--- config.mk ---
export PLATFORM = sky130hd
export DESIGN_NAME = vram_arbiter_flat
export DESIGN_NICKNAME = d
export VERILOG_FILES = /design/src/rtl/vram_arbiter_if.sv /design/src/rtl/vram_arbiter.sv /design/src/flat_wrapper.sv
export SDC_FILE = /design/constraint.sdc
export NUM_CORES = 1
export LEC_CHECK = 0
export CORE_MARGIN = 4
export CORE_UTILIZATION = 31
export DETAILED_ROUTE_END_ITERATION = 7
export PLACE_DENSITY_LB_ADDON = 0.05
export SETUP_SLACK_MARGIN = 0.5
export SYNTH_ARGS = -nofsm -noshare
export SYNTH_HDL_FRONTEND = slang
export SYNTH_SLANG_ARGS = --single-unit
--- constraint.sdc ---
create_clock -name clk -period 3.4 [get_ports clk]
set_input_delay 0.51 -clock clk [delete_from_list [all_inputs] [get_ports clk]]
set_output_delay 0.51 -clock clk [all_outputs]
set_load 0.02 [all_outputs]
--- src/rtl/vram_arbiter_if.sv ---
// rtl/vram_arbiter_if.sv - requester, read-return and BRAM signals of the vector RAM arbiter
interface vram_arbiter_if #(
    parameter int ADDR_W = 13
);
    logic              cpu_req;
    logic [15:0]       cpu_addr;
    logic [7:0]        cpu_wdata;
    logic              cpu_ack;
    logic              vg_req;
    logic [ADDR_W-1:0] vg_addr;
    logic              vg_ack;
    logic              vg_rvalid;
    logic [7:0]        vg_rdata;
    logic              bram_en;
    logic              bram_we;
    logic [ADDR_W-1:0] bram_addr;
    logic [7:0]        bram_din;
    logic [7:0]        bram_dout;
    logic              cpu_starved;

    modport slave (
        input  cpu_req, cpu_addr, cpu_wdata, vg_req, vg_addr, bram_dout,
        output cpu_ack, vg_ack, vg_rvalid, vg_rdata,
        output bram_en, bram_we, bram_addr, bram_din, cpu_starved
    );

    modport master (
        output cpu_req, cpu_addr, cpu_wdata, vg_req, vg_addr, bram_dout,
        input  cpu_ack, vg_ack, vg_rvalid, vg_rdata,
        input  bram_en, bram_we, bram_addr, bram_din, cpu_starved
    );
endinterface

--- src/rtl/vram_arbiter.sv ---
// rtl/vram_arbiter.sv - single-port vector RAM arbiter, VG priority with bounded CPU starvation
module vram_arbiter #(
    parameter int ADDR_W       = 13,
    parameter int MAX_CPU_WAIT = 4
) (
    input  logic          clk,
    input  logic          rst,
    vram_arbiter_if.slave bus
);
    localparam logic [3:0] WAIT_MAX = 4'(MAX_CPU_WAIT);

    logic [3:0] wait_cnt_q, wait_cnt_d;
    logic       starved_q, starved_d;
    logic       rd_pend_q;
    logic [7:0] hold_q, hold_d;
    logic       cpu_ack;
    logic       vg_ack;
    logic       unused_addr_bits;

    assign unused_addr_bits = ^bus.cpu_addr[15:ADDR_W];

    // VG wins unless the CPU has already been denied MAX_CPU_WAIT times in a row
    always_comb begin
        cpu_ack = 1'b0;
        vg_ack  = 1'b0;
        if (!rst) begin
            if (bus.cpu_req && (!bus.vg_req || wait_cnt_q == WAIT_MAX)) begin
                cpu_ack = 1'b1;
            end else if (bus.vg_req) begin
                vg_ack = 1'b1;
            end
        end
    end

    always_comb begin
        wait_cnt_d = '0;
        if (bus.cpu_req && !cpu_ack) begin
            wait_cnt_d = (wait_cnt_q == WAIT_MAX) ? wait_cnt_q : wait_cnt_q + 4'd1;
        end
        starved_d = (wait_cnt_d == WAIT_MAX);
        hold_d    = rd_pend_q ? bus.bram_dout : hold_q;
    end

    always_ff @(posedge clk) begin
        if (rst) begin
            wait_cnt_q <= '0;
            starved_q  <= 1'b0;
            rd_pend_q  <= 1'b0;
            hold_q     <= '0;
        end else begin
            wait_cnt_q <= wait_cnt_d;
            starved_q  <= starved_d;
            rd_pend_q  <= vg_ack;
            hold_q     <= hold_d;
        end
    end

    always_comb begin
        bus.bram_en   = 1'b0;
        bus.bram_we   = 1'b0;
        bus.bram_addr = '0;
        bus.bram_din  = '0;
        if (cpu_ack) begin
            bus.bram_en   = 1'b1;
            bus.bram_we   = 1'b1;
            bus.bram_addr = bus.cpu_addr[ADDR_W-1:0];
            bus.bram_din  = bus.cpu_wdata;
        end else if (vg_ack) begin
            bus.bram_en   = 1'b1;
            bus.bram_addr = bus.vg_addr;
        end
    end

    // Registered state is masked while rst is high so a read acked just before reset never returns
    assign bus.cpu_ack     = cpu_ack;
    assign bus.vg_ack      = vg_ack;
    assign bus.vg_rvalid   = rd_pend_q & ~rst;
    assign bus.vg_rdata    = rst ? 8'h00 : (rd_pend_q ? bus.bram_dout : hold_q);
    assign bus.cpu_starved = starved_q & ~rst;
endmodule

--- src/flat_wrapper.sv ---
// flat-port wrapper written by rule: the top's interface ports become plain ports
module vram_arbiter_flat 
#(
    parameter int ADDR_W       = 13,
    parameter int MAX_CPU_WAIT = 4
)
  (clk, rst, bus_cpu_req, bus_cpu_addr, bus_cpu_wdata, bus_vg_req, bus_vg_addr, bus_bram_dout, bus_cpu_ack, bus_vg_ack, bus_vg_rvalid, bus_vg_rdata, bus_bram_en, bus_bram_we, bus_bram_addr, bus_bram_din, bus_cpu_starved);
  vram_arbiter_if #(.ADDR_W(ADDR_W)) bus_i ();
  input  logic clk;
  input  logic rst;
  input wire logic [$bits(bus_i.cpu_req)-1:0] bus_cpu_req;
  input wire logic [$bits(bus_i.cpu_addr)-1:0] bus_cpu_addr;
  input wire logic [$bits(bus_i.cpu_wdata)-1:0] bus_cpu_wdata;
  input wire logic [$bits(bus_i.vg_req)-1:0] bus_vg_req;
  input wire logic [$bits(bus_i.vg_addr)-1:0] bus_vg_addr;
  input wire logic [$bits(bus_i.bram_dout)-1:0] bus_bram_dout;
  output wire logic [$bits(bus_i.cpu_ack)-1:0] bus_cpu_ack;
  output wire logic [$bits(bus_i.vg_ack)-1:0] bus_vg_ack;
  output wire logic [$bits(bus_i.vg_rvalid)-1:0] bus_vg_rvalid;
  output wire logic [$bits(bus_i.vg_rdata)-1:0] bus_vg_rdata;
  output wire logic [$bits(bus_i.bram_en)-1:0] bus_bram_en;
  output wire logic [$bits(bus_i.bram_we)-1:0] bus_bram_we;
  output wire logic [$bits(bus_i.bram_addr)-1:0] bus_bram_addr;
  output wire logic [$bits(bus_i.bram_din)-1:0] bus_bram_din;
  output wire logic [$bits(bus_i.cpu_starved)-1:0] bus_cpu_starved;
  assign bus_i.cpu_req = bus_cpu_req;
  assign bus_i.cpu_addr = bus_cpu_addr;
  assign bus_i.cpu_wdata = bus_cpu_wdata;
  assign bus_i.vg_req = bus_vg_req;
  assign bus_i.vg_addr = bus_vg_addr;
  assign bus_i.bram_dout = bus_bram_dout;
  assign bus_cpu_ack = bus_i.cpu_ack;
  assign bus_vg_ack = bus_i.vg_ack;
  assign bus_vg_rvalid = bus_i.vg_rvalid;
  assign bus_vg_rdata = bus_i.vg_rdata;
  assign bus_bram_en = bus_i.bram_en;
  assign bus_bram_we = bus_i.bram_we;
  assign bus_bram_addr = bus_i.bram_addr;
  assign bus_bram_din = bus_i.bram_din;
  assign bus_cpu_starved = bus_i.cpu_starved;
  vram_arbiter #(.ADDR_W(ADDR_W), .MAX_CPU_WAIT(MAX_CPU_WAIT)) u_core (.clk(clk), .rst(rst), .bus(bus_i));
endmodule
# --- Word-level counts from Yosys, hierarchy flattened ---
# Index checks and enable logic that the tools add are counted.
op_classes:
  n_lt_le_gt_ge: 0
  n_reduce_logical: 5
  multipliers: 0
  div: 0
  mux: 15
  shift: 0
  bitwise: 3
  n_addsub: 1
  n_eq_ne: 2
op_table:
  columns: ["cell", "n"]
  rows:
  - ["$mux 13", 2]
  - ["$mux 8", 3]
  - ["$eq 4x3->1 const B", 2]
  - ["$mux 1", 8]
  - ["$mux 4", 2]
  - ["$add 4x1->4 const B", 1]
  - ["$and 1x1->1", 2]
  - ["$logic_and 1x1->1", 2]
  - ["$logic_not 1->1", 2]
  - ["$logic_or 1x1->1", 1]
  - ["$not 1->1", 1]
word_totals:
  mem_count: 0
  input_bits: 49
  regBits: 14
  elab_cells: 30
  latchBits: 0
  output_inout_bits: 35
  rom_bits: 0
  ramBits: 0

# --- Longest topological paths before layout ---
logic_depth:
  depth_word: 9
  depth_mapped: 7

# --- Worst setup path before layout ---
# No wires, ideal clock.
synth_timing:
  path_type: "register to output"
  start: "reg u_core.wait_cnt_q[0]"
  end: "out bus_bram_addr[10]"
  setup_slack_ns: 1.355
  arrival_time_ns: 1.535
  t_required_ns: 2.890
  path_stages_with_launch: 8
  path_cell_list: "dfxtp_1 -> inv_1 -> ha_1 -> nand3b_4 -> nor2_4 -> nor3b_2 -> buf_6 -> a22o_2"
synth_between:
  elab_chain_len: 7
  word_cells_on_any_way: 9
  cone_classes: "1 x eq/ne; 6 x mux; 2 x reduce/logical"
synth_rtl:
  columns: ["element", "line", "rtl"]
  rows:
  - ["start, declared", "vram_arbiter.sv:12", "logic [3:0] wait_cnt_q, wait_cnt_d;"]
  - ["start signal, assigned", "vram_arbiter.sv:51", "wait_cnt_q <= wait_cnt_d;"]
  - ["$eq 4x3->1", "vram_arbiter.sv:27", "if (bus.cpu_req && (!bus.vg_req || wait_cnt_q == WAIT_MAX)) begin"]
  - ["$logic_or 1x1->1", "vram_arbiter.sv:27", null]
  - ["$logic_and 1x1->1", "vram_arbiter.sv:27", null]
  - ["$mux 1", "vram_arbiter.sv:27", null]
  - ["$mux 1", "vram_arbiter.sv:26", "if (!rst) begin"]
  - ["net bus_vg_ack", "flat_wrapper.sv:18", "output wire logic [$bits(bus_i.vg_ack)-1:0] bus_vg_ack;"]
  - ["$mux 13", "vram_arbiter.sv:68", "end else if (vg_ack) begin"]
  - ["$mux 13", "vram_arbiter.sv:63", "if (cpu_ack) begin"]
  - ["end, declared", "flat_wrapper.sv:23", "output wire logic [$bits(bus_i.bram_addr)-1:0] bus_bram_addr;"]
# The timed path passes the listed nets, and every way through them passes these cells.

# --- Worst setup path after layout ---
layout_timing:
  start: "reg u_core.wait_cnt_q[0]"
  end: "out bus_bram_we"
layout_between:
  elab_chain_len: 6
layout_rtl:
  columns: ["element", "line", "rtl"]
  rows:
  - ["$eq 4x3->1", "vram_arbiter.sv:27", null]
  - ["$logic_or 1x1->1", "vram_arbiter.sv:27", null]
  - ["$logic_and 1x1->1", "vram_arbiter.sv:27", null]
  - ["$mux 1", "vram_arbiter.sv:27", null]
  - ["$mux 1", "vram_arbiter.sv:26", null]
  - ["$mux 1", "vram_arbiter.sv:63", null]
  - ["end, declared", "flat_wrapper.sv:22", "output wire logic [$bits(bus_i.bram_we)-1:0] bus_bram_we;"]
# Every way passes these cells.

==> impl_results.md <==
- Number of antenna violations at the first check in global routing: 0
- Area delta synth->final: 104%
- Setup Total Neg Slack: 0 ns
- Total number of vias: 919
- Top cells by area, synth: dfxtp_1 33%, a22o_2 13%, mux2i_1 9.5%, and2_1 6.0%, nor2_1 5.4%
- Count of boundary I/O pins: 84
- CTS clk-pin slew, worst paths: 0.08 ns
- Number of H-tree levels: 1
- Met2 layer wire length in the routed design: 1310 um
- Met1 Wirelength: 1200 um
- Fraction of final layout cells with drive strength greater than 1: 14.3%
- Overall die width: 60.0 um
- Number of failing setup endpoints in the final timing report: 0
- First-pass GRT wire length: 4270 um
- Hold-fix buffer count after cts: 0
- Synthesized net count: 138
- Starting density of the core: 33.3%
- Avg Cell Area, Syn: 9.65 sq um
- Global-route total usage across every layer: 15.8%
- Number of nets in the final layout: 220
- Proportion of synthesized chip area in sequential cells: 33.4%
- Leftover overflow at the end of global routing: 0
- Finished Cell Area: 1710 sq um
- Wire length reported by the detailed router: 2880 um
- Synthesis Warnings: 0
- Worst-path maximum fanout: 24
- Gate count of the mapped netlist: 87
- R2R Setup Slk: 1.82 ns
- Core area: 2520 sq um
- Unrepaired setup endpoints after global routing: no
- Routed via count divided by cell count: 4.64
- Endpoint class of the critical path: output port
- First DRT Iteration DRCs: 28
- Source-to-sink clock delay at the later pin of the worst-skew pair: 0.28 ns
- Static Leak: 0.884 nW
- Via count of the first global-routing pass: 899
- Post-layout power: 443 uW
- Clk buf depth: 2
- Hold Slack: 0.497 ns
- Min Tclk post-route: 2.71 ns
- DP Wirelength: 2410 um
- Worst min-delay path category: reg2reg
- Peak Freq: 369 MHz
- Number of synthesized register bits: 14
- Die Y-Extent: 60.0 um
- Type of origin of the critical path: flip-flop
- Actual transition at the worst max-transition pin: 0.467 ns
- Final cell count without fillers: 198
- Crit path DAT: 2.20 ns
- Post-synthesis cell area: 840 sq um
- Endpoint of the most critical register-to-register path: u_core.starved_q
- Number of unique standard cell types used by synthesis: 28
- Final hold viol count: 0
- Post-placement cell area: 1650 sq um
- Top cell type by total area after synthesis: dfxtp_1
- Worst r2r path cells: 6
- Setup CP Type: reg2out
- Final clock skew: 0.00452 ns
- Total CTS buffers: 3
- Maximum number of pins on one net before global-route repair: 25
- Timing endpoint of the critical path: bus_bram_we
- Number of max-cap violations: 0
- DRC: 0
- Count of pins over their slew limit: 0
- Clk root buf: clkbuf_4
- TritonCTS Sinks: 14
- Share of Yosys cell area claimed by the top area cell type: 33.4%
- I/O Buffers: 80
- Result of the run: finished clean
- Post-route fraction of the period consumed by the critical path: 79.8%
- First-pass iteration count of the detailed router: 4
- Placed insts: 194
- Routed length per placed instance: 14.5 um
- Worst Path Required: 2.89 ns
- Wire length on met3: 330 um
- Critical register-to-register path startpoint: u_core.wait_cnt_q[0]
- Power per unit of standard cell area: 258 nW/um^2
- Number of routed nets with antenna violations: 0
- Final weighted congestion in routability-driven placement: 0.771
- Max-Slew Margin vs Limit: 68.9%
- # diodes: 0
- CP startpoint: u_core.wait_cnt_q[0]
- Uppermost signal routing layer after detailed routing: met4
- Largest voltage drop on the vdd net: 343 uV
- Die outline area: 3600 sq um
- TritonCTS clock tree: yes
- Standard-cell rows: 18
[placed cells by master (no fill, tap or decap), types with 3 or more instances in the layout]
cell             count
clkdlybuf4s50_1     57
dlymetal6s2s_1      12
and2_1               8
dfxtp_1             14
inv_1                5
dlygate4sd2_1       11
a22o_2              11
nor2_1              12
mux2i_1              8
clkbuf_4             3
a21oi_1              3
[cells in the mapped netlist]
cell,instances
nand2_1,1
nor3_1,1
xnor2_1,1
inv_1,5
nor3b_2,1
a21oi_1,3
clkbuf_1,1
buf_6,3
nor2_1,12
a22o_1,2
or2_2,1
nand3_1,1
nor3b_1,1
mux2i_1,8
nor2b_1,2
nand4b_1,1
buf_2,1
dfxtp_1,14
a211oi_4,1
a211oi_1,1
buf_4,1
ha_1,2
and3b_1,1
a22o_2,11
nor2_4,1
nand3b_4,1
nor3_2,1
and2_1,8
[area by class of cell]
type                            count  area, sq um
Clock buffer                        4         36.3
Fill cell                         203          810
Inverter                            5         18.8
Multi-Input combinational cell     62          497
Sequential cell                    14          280
Tap cell                           30         37.5
Timing Repair Buffer               83          843
[worst max-delay path, stage by stage (launching register included)]
cell and delay (ns):
dfxtp_1 0.36, inv_1 0.08, ha_1 0.24, nand3b_4 0.15, a211oi_4 0.26, buf_6 0.21, clkdlybuf4s50_1 0.62
[how the worst min path moves through the flow]
stage / start / end / slack [ns] / cells past startpoint
final: u_core.wait_cnt_q[0] / u_core.wait_cnt_q[0] / 0.50 / 1
after CTS: u_core.wait_cnt_q[0] / u_core.wait_cnt_q[0] / 0.50 / 1
after detailed placement: u_core.wait_cnt_q[0] / u_core.wait_cnt_q[0] / 0.47 / 1
after global routing: u_core.wait_cnt_q[0] / u_core.wait_cnt_q[0] / 0.54 / 1
after global placement: u_core.wait_cnt_q[0] / u_core.wait_cnt_q[0] / 0.48 / 1
after floorplan: u_core.wait_cnt_q[0] / u_core.wait_cnt_q[0] / 0.45 / 1
[repair_timing]
item	4_1_cts	5_1_grt
hold endpoints to repair	0	0
resized for setup	13	12
buffers inserted	0	0
endpoints found under the setup margin	19	12
[where the power goes]
| part | internal [mW] | switching, mW |
|---|---|---|
| combinational | 0.0911 | 0.0588 |
| sequential | 0.170 | 0.00421 |
| clock | 0.0652 | 0.0536 |
| total | 0.326 | 0.117 |
[layer usage]
metal  track usage, %  vias up
li1                 -      464
met1             18.9      399
met2             26.4       52
met3             4.10        4
met4             6.65        0
met5                0        -
[cell families (layout without fill, tap and decap cells)]
family / Yosys count / count (layout) / synth area share [%]
adders and majority gates: 2 / 2 / 2.98
buffers and inverters: 11 / 92 / 8.20
AOI/OAI and AO/OA: 18 / 18 / 20.3
DFF: 14 / 14 / 33.4
muxes: 8 / 8 / 9.54
and+or+nand+nor: 33 / 33 / 24.6
xor gates and xnor gates: 1 / 1 / 1.04
[metrics by stage]
stage | utilization (%) | setup slack, ns
floorplan | - | 1.35
global placement | 65.4 | 0.425
detailed placement | 65.4 | 0.398
CTS | 66.7 | 0.521
global route | 67.9 | 0.533
finish | 67.9 | 0.688
[registers in the layout (all words and copies together) (netlist names)]
register and flops:
u_core.hold_q 8, u_core.rd_pend_q 1, u_core.starved_q 1, u_core.wait_cnt_q 4
Power figures use the tool's default switching activity.
